`config.mk`:
```
export PLATFORM = sky130hd
export DESIGN_NAME = fifo_rr_arbiter
export DESIGN_NICKNAME = d
export VERILOG_FILES = /design/src/rtl/fifo_rr_arbiter.sv
export SDC_FILE = /design/constraint.sdc
export NUM_CORES = 1
export LEC_CHECK = 0
export BUFFER_PORTS_ARGS = -buffer_cell sky130_fd_sc_hd__clkbuf_2
export CORE_UTILIZATION = 39
export DETAILED_ROUTE_END_ITERATION = 8
export PLACE_DENSITY = 0.85
export SLEW_MARGIN = 40
export SYNTH_ARGS = -nofsm -noshare
export SYNTH_HDL_FRONTEND = slang
export SYNTH_SLANG_ARGS = --single-unit
```
`constraint.sdc`:
```
create_clock -name clk -period 4.2 [get_ports clk]
set_input_delay 0.63 -clock clk [delete_from_list [all_inputs] [get_ports clk]]
set_output_delay 0.63 -clock clk [all_outputs]
set_load 0.01 [all_outputs]
```
`src/rtl/fifo_rr_arbiter.sv`:
```
// Round-robin write arbiter feeding a shared FIFO, with a single-entry
// valid/ready output register on the read side that tags each word with its source.
module fifo_rr_arbiter #(
    parameter  int unsigned NUM_REQ    = 4,
    parameter  int unsigned DATA_WIDTH = 8,
    localparam int unsigned ID_W       = $clog2(NUM_REQ)
) (
    input  logic                           clk,
    input  logic                           reset,
    input  logic [NUM_REQ-1:0]             req_valid,
    input  logic [NUM_REQ*DATA_WIDTH-1:0]  req_data,
    output logic [NUM_REQ-1:0]             req_ready,
    output logic [ID_W+DATA_WIDTH-1:0]     fifo_din,
    output logic                           fifo_push,
    input  logic                           fifo_full,
    input  logic [ID_W+DATA_WIDTH-1:0]     fifo_dout,
    output logic                           fifo_pop,
    input  logic                           fifo_empty,
    output logic                           out_valid,
    output logic [DATA_WIDTH-1:0]          out_data,
    output logic [ID_W-1:0]                out_id,
    input  logic                           out_ready
);

    logic [ID_W-1:0]       last_grant;
    logic [ID_W-1:0]       win_id;
    logic                  found;
    logic [NUM_REQ-1:0]    grant;
    logic                  load;
    logic [DATA_WIDTH-1:0] slot [NUM_REQ];

    // Unflatten the requester payloads
    always_comb begin
        for (int i = 0; i < NUM_REQ; i++) begin
            slot[i] = req_data[i*DATA_WIDTH +: DATA_WIDTH];
        end
    end

    // Rotating priority search starting just after the last winner
    always_comb begin
        int idx;
        found  = 1'b0;
        win_id = '0;
        idx    = 0;
        for (int k = 1; k <= NUM_REQ; k++) begin
            idx = (int'(last_grant) + k) % int'(NUM_REQ);
            if (!found && req_valid[ID_W'(idx)]) begin
                found  = 1'b1;
                win_id = ID_W'(idx);
            end
        end
    end

    // Grant only when there is room; reset masks every handshake
    always_comb begin
        grant = '0;
        if (found && !fifo_full && !reset) begin
            grant[win_id] = 1'b1;
        end
    end

    assign req_ready = grant;
    assign fifo_push = |grant;
    assign fifo_din  = fifo_push ? {win_id, slot[win_id]} : '0;

    assign load     = !fifo_empty && (!out_valid || out_ready) && !reset;
    assign fifo_pop = load;

    // Grant pointer and output register
    always_ff @(posedge clk) begin
        if (reset) begin
            last_grant <= ID_W'(NUM_REQ - 1);
            out_valid  <= 1'b0;
            out_data   <= '0;
            out_id     <= '0;
        end else begin
            if (fifo_push) begin
                last_grant <= win_id;
            end
            if (load) begin
                out_valid <= 1'b1;
                out_data  <= fifo_dout[DATA_WIDTH-1:0];
                out_id    <= fifo_dout[ID_W+DATA_WIDTH-1 -: ID_W];
            end else if (out_valid && out_ready) begin
                out_valid <= 1'b0;
            end
        end
    end

endmodule

```
[Yosys cells after proc, flatten, opt, wreduce, memory -nomap -nowiden]
Cells that the tools add are included.
Cells by class
  $lt $le $gt $ge: 7
  reduce and logical (&&, ||, !) cells: 19
  multiplexer cells: 29
  add/sub/neg operators: 4
  bitwise logic cells: 1
Operators by type and width (count)
  binary-select mux 8 bit (select 2 bit): 1
  less-than comparator 2 x 4 -> 1 bit, second input constant: 4
  two-way mux 8 bit: 2
  two-way mux 1 bit: 15
  two-way mux 10 bit: 1
  logical AND 1 bit: 9
  binary-select mux 1 bit (select 2 bit): 4
  two-way mux 2 bit: 4
  logical NOT 1 bit: 7
  adder 2 x 1 -> 2 bit, second input constant: 2
  adder 2 bit, second input constant: 2
  two-way mux 4 bit: 1
  OR reduction 4 bit: 1
  >= comparator 3 bit, second input constant: 1
  less-than comparator 2 x 3 -> 1 bit, second input constant: 1
  inverter 2 -> 3 bit: 1
  demux 1 bit (select 2 bit): 1
  >= comparator 2 x 1 -> 1 bit, second input constant: 1
  nonzero test 2 bit: 1
  logical OR 1 bit: 1
Word-level totals
  register bits after elaboration: 13

[Depth between registers and ports, before layout]
Gate-level depths: netlist (run 1).
  word-level depth: 21
  gate-level depth with buffers: 7
  mapped depth without buffers: 5

[Worst setup path after synthesis (run 1)]
No wires, ideal clock.
  path kind: input to output
  start point: input port req_valid[0]
  end point: output port fifo_din[0]
  data required time: 3570 ps
  slack: 1945 ps
  buffers on the path: 1
  stages: 6
  data arrival time: 1625 ps
  cells stage by stage: a21oi_2 a31o_1 o22ai_1 or3_4 buf_6 o22ai_1
Between the ends
  cells in the longest elaborated chain, start to end: 20
RTL lines
  start: declaration: RTL line 10  | input logic [NUM_REQ-1:0] req_valid,
  binary-select mux 1 bit (select 2 bit): RTL line 47  | if (!found && req_valid[ID_W'(idx)]) begin
  two-way mux 1 bit (implied by the code) (2 in series): RTL line 47
  two-way mux 1 bit: RTL line 47
  logical NOT 1 bit: RTL line 47
  logical AND 1 bit: RTL line 47
  two-way mux 1 bit: RTL line 47
  logical NOT 1 bit: RTL line 47
  logical AND 1 bit: RTL line 47
  [... 3 more ...]
  two-way mux 2 bit: RTL line 47
  less-than comparator 2 x 3 -> 1 bit (implied by the code) or >= comparator 2 x 1 -> 1 bit (tied branches): RTL line 58  | grant[win_id] = 1'b1;
  logical AND 1 bit (implied by the code): RTL line 58
  two-way mux 1 bit (implied by the code): RTL line 58
  demux 1 bit (select 2 bit): RTL line 58
  two-way mux 4 bit: RTL line 57  | if (found && !fifo_full && !reset) begin
  OR reduction 4 bit: RTL line 63  | assign fifo_push = |grant;
  two-way mux 10 bit *: RTL line 64  | assign fifo_din = fifo_push ? {win_id, slot[win_id]} : '0;
  end: declaration: RTL line 13  | output logic [ID_W+DATA_WIDTH-1:0] fifo_din,
Every way passes the cells marked *; elsewhere a longest branch is shown, timed or not. The select of a mux whose other input is x is not followed.

[Worst setup path in the final report (run 1)]
  start point: input port req_valid[1]
  end point: output port fifo_din[7]
Same word-level chain as after synthesis.

==> flow_summary.ini, run 1 <==
[job]
cap_violations = 0

[finish]
area_growth_pct = 46.1
nets = 230
num_antenna_cells = 0
final_layout_size_suffix_gt1_share_pct = 47.8

[grt]
antenna_found_initial = 0
grt_usage_pct = 20.4
grt_max_degree = 22
grt_first_pass_wirelength_mm = 3.95
overflow = 0
grt_pass1_vias = 937

[logic_synthesis]
synth-compound-area-share_pct = 18.1
ys_types = 20
netlist_area_um2 = 852
synth.yosys.seq_area_share_pct = 30.5
yosys_register_bits = 13
yosysTopAreaCell = dfxtp_1
synthMostInstantiatedCell = mux2i_1
synth_xor_xnor_area_share_pct = 0
syn_inst = 104
yosysWarnings = 0
synth_top_area_share_pct = 30.5
syn_area_per_cell_um2 = 8.19
synthFlopType = dfxtp_1
synthTopCellsByCount = mux2i_1 (17), dfxtp_1 (13), nand2_1 (13)
ys_top_cells_by_area = dfxtp_1 (31%), mux2i_1 (20%), nand2b_1 (7.3%), o22ai_1 (6.6%), o21ai_0 (5.9%)
synth-async-reset-ratio_pct = 0
synth_top_family_by_area = simple AND/OR/NAND/NOR gates
synth-simple-area-share_pct = 23.1
synth-edff-count = 0
synthesis.nets = 155
synth_fa_ha_area_share_pct = 0
synth.mux.area_fraction_pct = 20.0

[detailed_routing]
drc = 0
routed_wl_mm = 2.41
drtIter0Drc = 11
antenna_left = 0
vias = 1032
via_per_inst = 5.03
post_drt_wl_per_cell_um = 11.8
drtPass1Iterations = 4

[worst_setup_path]
arrival_ps = 2160
cp-end-kind = output pin
path_class = in -> out
crit_top_cell = clkbuf_2
worstPathCellList = clkbuf_2, nor2b_1, a21oi_1, o221a_2, mux2i_1, o22ai_1, clkbuf_2
start_kind = input port
cp_slowest_stage_delay_ps = 600
critical_path_required_ps = 3570
critPathMaxFanout = 21
critPathSlowestCell = o221a_2

[min_path]
hold_class = reg -> reg

[clock_network]
cts-buffers-inserted = 3
ctsHtreeMaxLevel = 1
cts_tree = built
cts_resized = 0
clk_path_buf_depth = 2
postCtsSetupBuffers = 0
clkTransAtPathRegs_ps = 80
cts_root_buf = clkbuf_4
cts_sinks = 13
clock_latency_ps = 270
postCtsHoldBufs = 0

[sta]
fin_crit_sh_pct = 66.4
tns_ps = 0
fmax_mhz = 359
timing.slew.headroom_pct = 60.3
fin_hold_ws_ps = 480
skew_ps = 1.76
rsz0062_at_grt = no
period_minus_slack_ps = 2790
drv_slew = 0
hold_viol = 0
tightest_slew_ps = 596
setup_viol = 0

[floorplanning]
start_util_pct = 42.6
rows = 16
ioPinCount = 78
core-area_mm2 = 0.00200
die_area_mm2 = 0.00238
die_y_um = 48.7
die_x_um = 48.7

[place]
place_hpwl_mm = 1.92
numPortBuffers = 77
place_congestion = 0.758

[power_and_ir_drop]
leakagePower_nw = 0.692
power_uw = 339
powerDensity_mw_per_mm2 = 272
ir_worst_vdd_uv = 202

[run_status]
status = completed
==> cell families (layout without fill, tap and decap cells) <==
group	Yosys count	count (layout)
DFF	13	13
buffers and inverters	11	85
muxes	17	17
AOI/OAI and AO/OA	25	25
and+or+nand+nor	38	38
==> through the flow <==
stage	setup WS, ps	std cells	instance area, µm²	util (%)
5_1_grt	1240	205	1240	62.2
3_3_place_gp	1490	201	1220	60.9
2_1_floorplan	1950	104	852	-
4_1_cts	1420	205	1240	62.2
3_5_place_dp	1420	201	1220	60.9
6_report	1410	205	1240	62.2
==> routing by layer <==
layer	vias up	global-route usage, %	wire, µm
li1	514	-	-
met1	454	23.3	1000
met2	62	38.0	1210
met3	2	2.52	190
met4	0	7.84	10
met5	-	0	0
==> final cells by class <==
cell class | count | area, µm²
clock buffers | 4 | 26.3
fillers | 183 | 757
well taps | 27 | 33.8
repair buffers | 78 | 393
multi-input cells | 80 | 520
flip-flops and latches | 13 | 260
inverters | 3 | 11.3
==> placed cells by master (no fill, tap or decap) <==
cell type   n
nand2b_1   10
nand2_1    13
o221a_2     1
dfxtp_1    13
buf_4       1
or3_4       1
nor2b_1     4
nor2_1      6
a21oi_1     2
nor4_1      1
clkbuf_1    1
clkbuf_4    3
o31a_1      1
o22ai_1     9
mux2i_1    17
inv_1       3
a21oi_2     1
nor3_1      2
clkbuf_2   77
nor3_2      1
a31o_1      1
o21ai_0    10
==> worst max-delay path, delay by kind of cell <==
family	cells	cell delay (ps)
AOI/OAI and AO/OA	3	820
and+or+nand+nor	1	150
buffers and inverters	2	270
muxes	1	280
==> flip-flops by register name (all words and copies together) (netlist names) <==
register and cells:
out_id 2, out_data 8, last_grant 2, out_valid 1
==> final timing paths <==
| path | startpoint | endpoint | slack [ps] | depth (start not counted) |
|---|---|---|---|---|
| worst min-delay path | out_id[1] | out_id[1] | 480 | 2 |
| worst max register to register | last_grant[1] | last_grant[0] | 2630 | 3 |
| worst min register to register | out_id[1] | out_id[1] | 480 | 2 |
| worst max-delay path | req_valid[1] | fifo_din[7] | 1410 | 7 |
==> power breakdown <==
group / switching (mW) / internal (mW)
sequential: 0.00689 / 0.133
combinational: 0.0622 / 0.0604
clock: 0.0397 / 0.0368
total: 0.109 / 0.230
No activity file was read; power rests on OpenSTA's default activity.
==> run 2, diff against run 1 <==
--- a/config.mk
+++ b/config.mk
@@ -5,10 +5,11 @@
 export SDC_FILE = /design/constraint.sdc
 export NUM_CORES = 1
 export LEC_CHECK = 0
+export ABC_AREA = 1
 export BUFFER_PORTS_ARGS = -buffer_cell sky130_fd_sc_hd__clkbuf_2
-export CORE_UTILIZATION = 39
+export CORE_UTILIZATION = 38
 export DETAILED_ROUTE_END_ITERATION = 8
-export PLACE_DENSITY = 0.85
+export PLACE_DENSITY = 0.78
 export SLEW_MARGIN = 40
 export SYNTH_ARGS = -nofsm -noshare
 export SYNTH_HDL_FRONTEND = slang
==> constraint.sdc (replaced) <==
create_clock -name clk -period 2.55 [get_ports clk]
set_input_delay 0.3825 -clock clk [delete_from_list [all_inputs] [get_ports clk]]
set_output_delay 0.3825 -clock clk [all_outputs]
set_load 0.01 [all_outputs]
==> run 2 against run 1 <==
Effect of this change:
- the flow now finishes with violations (DRC)
- first-iteration DRC count rose to 13 times the previous value
- synthesized cell count rose by 96%
- worst hold slack worse by 170 ps
- die area rose by 38%
- core utilization up 6.6 points
- clock power is 59% higher
- final area increased by 56%
- critical endpoint is now fifo_din[6]
- highest routed layer unchanged
==> flow_summary.ini, run 2 <==
[sta]
drv_slew = 0
tns_ps = 0
fin_hold_ws_ps = 308
skew_ps = 1.17
tightest_slew_ps = 341
period_minus_slack_ps = 2540
fin_crit_sh_pct = 99.7
setup_viol = 0
fmax_mhz = 393
timing.slew.headroom_pct = 77.2
hold_viol = 0
setup_ws_ps = 7.95

[worst_setup_path]
critPathSlowestCell = dfxtp_4
worstReg2RegEnd = last_grant[0]
rr_worst_depth = 13
critPathMaxFanout = 8
r2r_start = last_grant[0]
cp_slowest_stage_delay_ps = 430
endpoint = fifo_din[6]
reg2reg_slack_ps = 830
arrival_ps = 2160
crit_top_cell = nand2_1
start_kind = flop
path_class = reg -> out
worstSetupStartpoint = last_grant[0]
cp-end-kind = output pin
worstPathCellList = inv_8, nand2_1, nand2_2, nand2_1, nand2_2, nor2_4, nand3_4, buf_6, nand2_8, nor2_8, nand3_1, nand2_1, nor2_1, nor2_1, buf_2
critical_path_required_ps = 2170

[detailed_routing]
vias = 1683
routed_wl_mm = 4.18
drtPass1Iterations = 8
drc = 3
antenna_left = 0
post_drt_wl_per_cell_um = 12.8
drtIter0Drc = 148
via_per_inst = 5.13

[grt]
antenna_found_initial = 0
grt_max_degree = 22
grt_pass1_vias = 1275
grt_first_pass_wirelength_mm = 5.06
grt_usage_pct = 19.4
overflow = 0

[finish]
layout_commonest_cell = clkbuf_2
layout_common_cells = clkbuf_2 (70), nand2_1 (55), nand3_1 (31), nor2_1 (20), nand2_2 (14)
nets = 349
area_growth_pct = 67.3
top_register = out_data
final_layout_size_suffix_gt1_share_pct = 51.2
final-instance-count-excl-fill = 328
num_antenna_cells = 0
top_regs = out_data: 8 flops, last_grant: 2 flops, out_id: 2 flops
largest_reg_flops = 8

[job]
cap_violations = 0

[floorplanning]
rows = 19
die_x_um = 57.3
start_util_pct = 41.1
core-area_mm2 = 0.00283
die_area_mm2 = 0.00329
ioPinCount = 78
die_y_um = 57.3

[place]
placed_cells = 306
place_ws_ps = 245
place_congestion = 0.855
numPortBuffers = 77
place_hpwl_mm = 2.45

[logic_synthesis]
synthTopCellsByCount = nand2_1 (67), nand3_1 (37), nor2_1 (23)
yosys_register_bits = 13
ys_top_cells_by_area = dfxtp_1 (22%), nand2_1 (22%), nand3_1 (16%), nor2_1 (7.4%), o21ai_0 (5.6%)
synth-edff-count = 0
synthMostInstantiatedCell = nand2_1
synthesis.nets = 255
synth_top_area_share_pct = 22.4
syn_area_per_cell_um2 = 5.70
yosysTopAreaCell = dfxtp_1
syn_inst = 204
netlist_area_mm2 = 0.00116
yosysWarnings = 0
synth.yosys.seq_area_share_pct = 22.4
synthFlopType = dfxtp_1
ys_types = 21
synth-async-reset-ratio_pct = 0

[clock_network]
postCtsHoldBufs = 0
cts_root_buf = clkbuf_4
cts-buffers-inserted = 3
cts_sinks = 13
clkTransAtPathRegs_ps = 70
clock_latency_ps = 270
cts_tree = built
ctsHtreeMaxLevel = 1
clk_path_buf_depth = 2

[power_and_ir_drop]
power_mw = 2.07
ir_worst_vdd_uv = 560
leakagePower_nw = 1.08
powerDensity_mw_per_mm2 = 1060

[min_path]
hold_class = in -> reg

[run_status]
violations = DRC
status = complete, but fails checks
## run 2: metrics by stage
stage	util [%]	cell area (µm²)
2_1_floorplan	-	1160
3_3_place_gp	55.0	1560
3_5_place_dp	55.0	1560
4_1_cts	56.4	1600
5_1_grt	68.8	1950
6_report	68.8	1950
## run 2: cell type report
class                   instances  area [µm²]
clock buffers                   4        26.3
fillers                       237         882
inverters                      17        78.8
multi-input cells             167         981
flip-flops and latches         13         268
well taps                      31        38.8
repair buffers                 96         554
## run 2: cell families after synthesis
family	share of synthesized area, %
and+or+nand+nor	58.9
buffers and inverters	12.2
AOI/OAI and AO/OA	6.56
DFF	22.4
## run 2: worst max-delay path: cells and delay by family, from the launching register on
| family | cells | cell delay (ps) |
|---|---|---|
| buf+inv | 3 | 330 |
| simple gates | 12 | 1130 |
| flops | 1 | 430 |
## run 2: power by group
| group | switching [mW] | internal (mW) | leakage (nW) |
|---|---|---|---|
| combinational | 1.03 | 0.652 | 0.957 |
| clock | 0.0619 | 0.0606 | 0.0150 |
| sequential | 0.0360 | 0.231 | 0.108 |
| total | 1.12 | 0.944 | 1.08 |
## run 2: what timing repair did
action,in CTS,in global routing
resized for setup,3,68
pin swaps,0,25
setup buffers,0,12
setup endpoints to repair,8,13
cloned,0,6
## run 2: worst min-delay path by stage
stage | cells after the start | to | from
final | 3 | out_data[5] | fifo_dout[5]
after global routing | 3 | out_data[0] | fifo_dout[0]
after CTS | 3 | out_data[0] | fifo_dout[0]
after detailed placement | 2 | out_data[6] | out_data[6]
after global placement | 2 | out_data[6] | out_data[6]
after floorplan | 1 | out_valid | reset
## run 2: per-layer routing
| metal | wire (µm) | GRT usage [%] | vias to the layer above | share of wire [%] |
|---|---|---|---|---|
| met3 | 230 | 2.72 | 10 | 5.5 |
| met4 | 88 | 8.71 | 0 | 2.1 |
| li1 | - | - | 845 | - |
| met2 | 2160 | 35.8 | 81 | 52 |
| met5 | 0 | 0 | - | 0 |
| met1 | 1700 | 22.1 | 747 | 41 |
==> run 3, diff against run 2 <==
--- a/config.mk
+++ b/config.mk
@@ -7,9 +7,9 @@
 export LEC_CHECK = 0
 export ABC_AREA = 1
 export BUFFER_PORTS_ARGS = -buffer_cell sky130_fd_sc_hd__clkbuf_2
-export CORE_UTILIZATION = 38
+export CORE_UTILIZATION = 42
 export DETAILED_ROUTE_END_ITERATION = 8
-export PLACE_DENSITY = 0.78
+export PLACE_DENSITY = 0.82
 export SLEW_MARGIN = 40
 export SYNTH_ARGS = -nofsm -noshare
 export SYNTH_HDL_FRONTEND = slang
==> constraint.sdc (replaced) <==
create_clock -name clk -period 2.9 [get_ports clk]
set_input_delay 0.435 -clock clk [delete_from_list [all_inputs] [get_ports clk]]
set_output_delay 0.435 -clock clk [all_outputs]
set_load 0.01 [all_outputs]
==> run 3 against run 2 <==
Effect of this change:
- cell count fell by 5.5%
- sequential share of layout area rose by 2.7 points
- the flow now finishes without violations
- first-iteration DRC count fell by 74%
- non-clock buffer count fell by 13
- highest routed layer unchanged
- critical endpoint is now fifo_din[0]
- sequential power down 15%
==> flow_summary.ini, run 3 (same netlist as run 2, synthesis figures left out) <==
[run_status]
status = completed

[clock_network]
cts_tree = built
clkTransAtPathRegs_ps = 80
postCtsSetupBuffers = 0
cts_root_buf = clkbuf_4
clock_latency_ps = 270
cts-buffers-inserted = 3
cts_sinks = 13
clk_path_buf_depth = 2
ctsHtreeMaxLevel = 1

[power_and_ir_drop]
ir_worst_vdd_uv = 731
seqPwrFrac_pct = 17.6
p_comb_share_pct = 74.0
switching_share_pct = 54.6
leakagePower_nw = 0.951
p_sw_uw = 710
p_int_uw = 590
p_clk_share_pct = 8.5
powerDensity_mw_per_mm2 = 815

[sta]
tns_ps = 0
setup_viol = 0
tightest_slew_ps = 339
period_minus_slack_ps = 2620
fmax_mhz = 381
drv_slew = 0
skew_ps = 3.85
hold_viol = 0
timing.slew.headroom_pct = 77.4
rsz0062_at_grt = no
fin_crit_sh_pct = 90.5
setup_ws_ps = 277

[floorplanning]
start_util_pct = 45.7
die_y_um = 54.6
core-area_mm2 = 0.00254
ioPinCount = 78
rows = 18
die_x_um = 54.6
die_area_mm2 = 0.00298

[worst_setup_path]
worstSetupStartpoint = last_grant[0]
reg2reg_slack_ps = 1160
critPathSlowestCell = dfxtp_2
cp-end-kind = output pin
r2r_start = last_grant[0]
critPathMaxFanout = 18
path_class = reg -> out
critical_path_required_ps = 2470
start_kind = flop
crit_top_cell = nand2_1
arrival_ps = 2190
worstPathCellList = inv_2, nand2_1, nand2_1, a31oi_1, nand3_2, nand3_1, nand2_1, nor2_1, nor2_1, clkbuf_2
cp_slowest_stage_delay_ps = 450

[detailed_routing]
wl_met3_um = 181
vias = 1520
via_per_inst = 4.90
drtIter0Drc = 38
highest_layer = met4
routed_wl_mm = 3.17
drtPass1Iterations = 4
post_drt_wl_per_cell_um = 10.2
drc = 0
wl_met2_mm = 1.50
antenna_left = 0
wl_met1_mm = 1.48

[finish]
layout_common_cells = clkbuf_2 (77), nand2_1 (67), nand3_1 (36), nor2_1 (23), o21ai_0 (13)
num_antenna_cells = 0
final_layout_size_suffix_gt1_share_pct = 39.6
top_register = out_data
top_regs = out_data: 8 flops, last_grant: 2 flops, out_id: 2 flops
nets = 332
num-fill-cells = 246
stdcell_area_mm2 = 0.00159
area_growth_pct = 37.0
largest_reg_flops = 8
layout_commonest_cell = clkbuf_2

[grt]
grt_first_pass_wirelength_mm = 4.49
grt_max_degree = 22
grt_usage_pct = 20.4
grt_pass1_vias = 1050
antenna_found_initial = 0
overflow = 0

[place]
dpl_cell_area_mm2 = 0.00156
numPortBuffers = 77
place_hpwl_mm = 2.48
place_congestion = 0.879
place_ws_ps = 447

[job]
cap_violations = 0

[min_path]
min_from = fifo_dout[4]
hold_class = in -> reg
-- run 3: critical path: cells and delay by family, from the launching register on --
kind	cells	cell delay, ps
AOI/OAI and AO/OA	1	260
buffers and inverters	2	250
DFF	1	450
and+or+nand+nor	7	950
-- run 3: power groups by stage --
stage	Combinational (mW)	Clock (mW)	Sequential, mW
2_1_floorplan	0.803	0	0.217
3_3_place_gp	0.942	0	0.230
3_5_place_dp	0.948	0	0.230
4_1_cts	0.953	0.112	0.227
5_1_grt	1.07	0.118	0.234
6_report	0.961	0.110	0.228
-- run 3: what timing repair did --
action | 4_1_cts | 5_1_grt
resized for setup | 0 | 2
hold buffers | 0 | 0
setup endpoints to repair | 0 | 12
-- run 3: cell type report --
cell class	instances	area [µm²]	area share, %
inverter	17	66.3	4.16
timing repair buffer	83	430	27.0
multi-input combinational	163	772	48.4
sequential	13	262	16.4
tap	30	37.5	2.35
clock buffer	4	26.3	1.65
-- run 3: path summary, 6_finish.rpt --
check	cells past startpoint	end
min	3	out_data[4]
max reg2reg	11	last_grant[1]
min reg2reg	2	out_data[3]
max	10	fifo_din[0]
-- run 3: stage by stage --
| stage | total power, mW | instances | util (%) | hold WS, ps |
|---|---|---|---|---|
| floorplan | 1.02 | 204 | - | 505 |
| global placement | 1.17 | 306 | 61.4 | 469 |
| detailed placement | 1.18 | 306 | 61.4 | 474 |
| CTS | 1.29 | 310 | 62.4 | 355 |
| global route | 1.42 | 310 | 62.6 | 367 |
| finish | 1.30 | 310 | 62.6 | 360 |
-- run 3: metal layers --
| metal | GRT usage [%] | vias up |
|---|---|---|
| li1 | - | 805 |
| met1 | 30.1 | 663 |
| met2 | 30.1 | 50 |
| met3 | 3.06 | 2 |
| met4 | 5.13 | 0 |
| met5 | 0 | - |
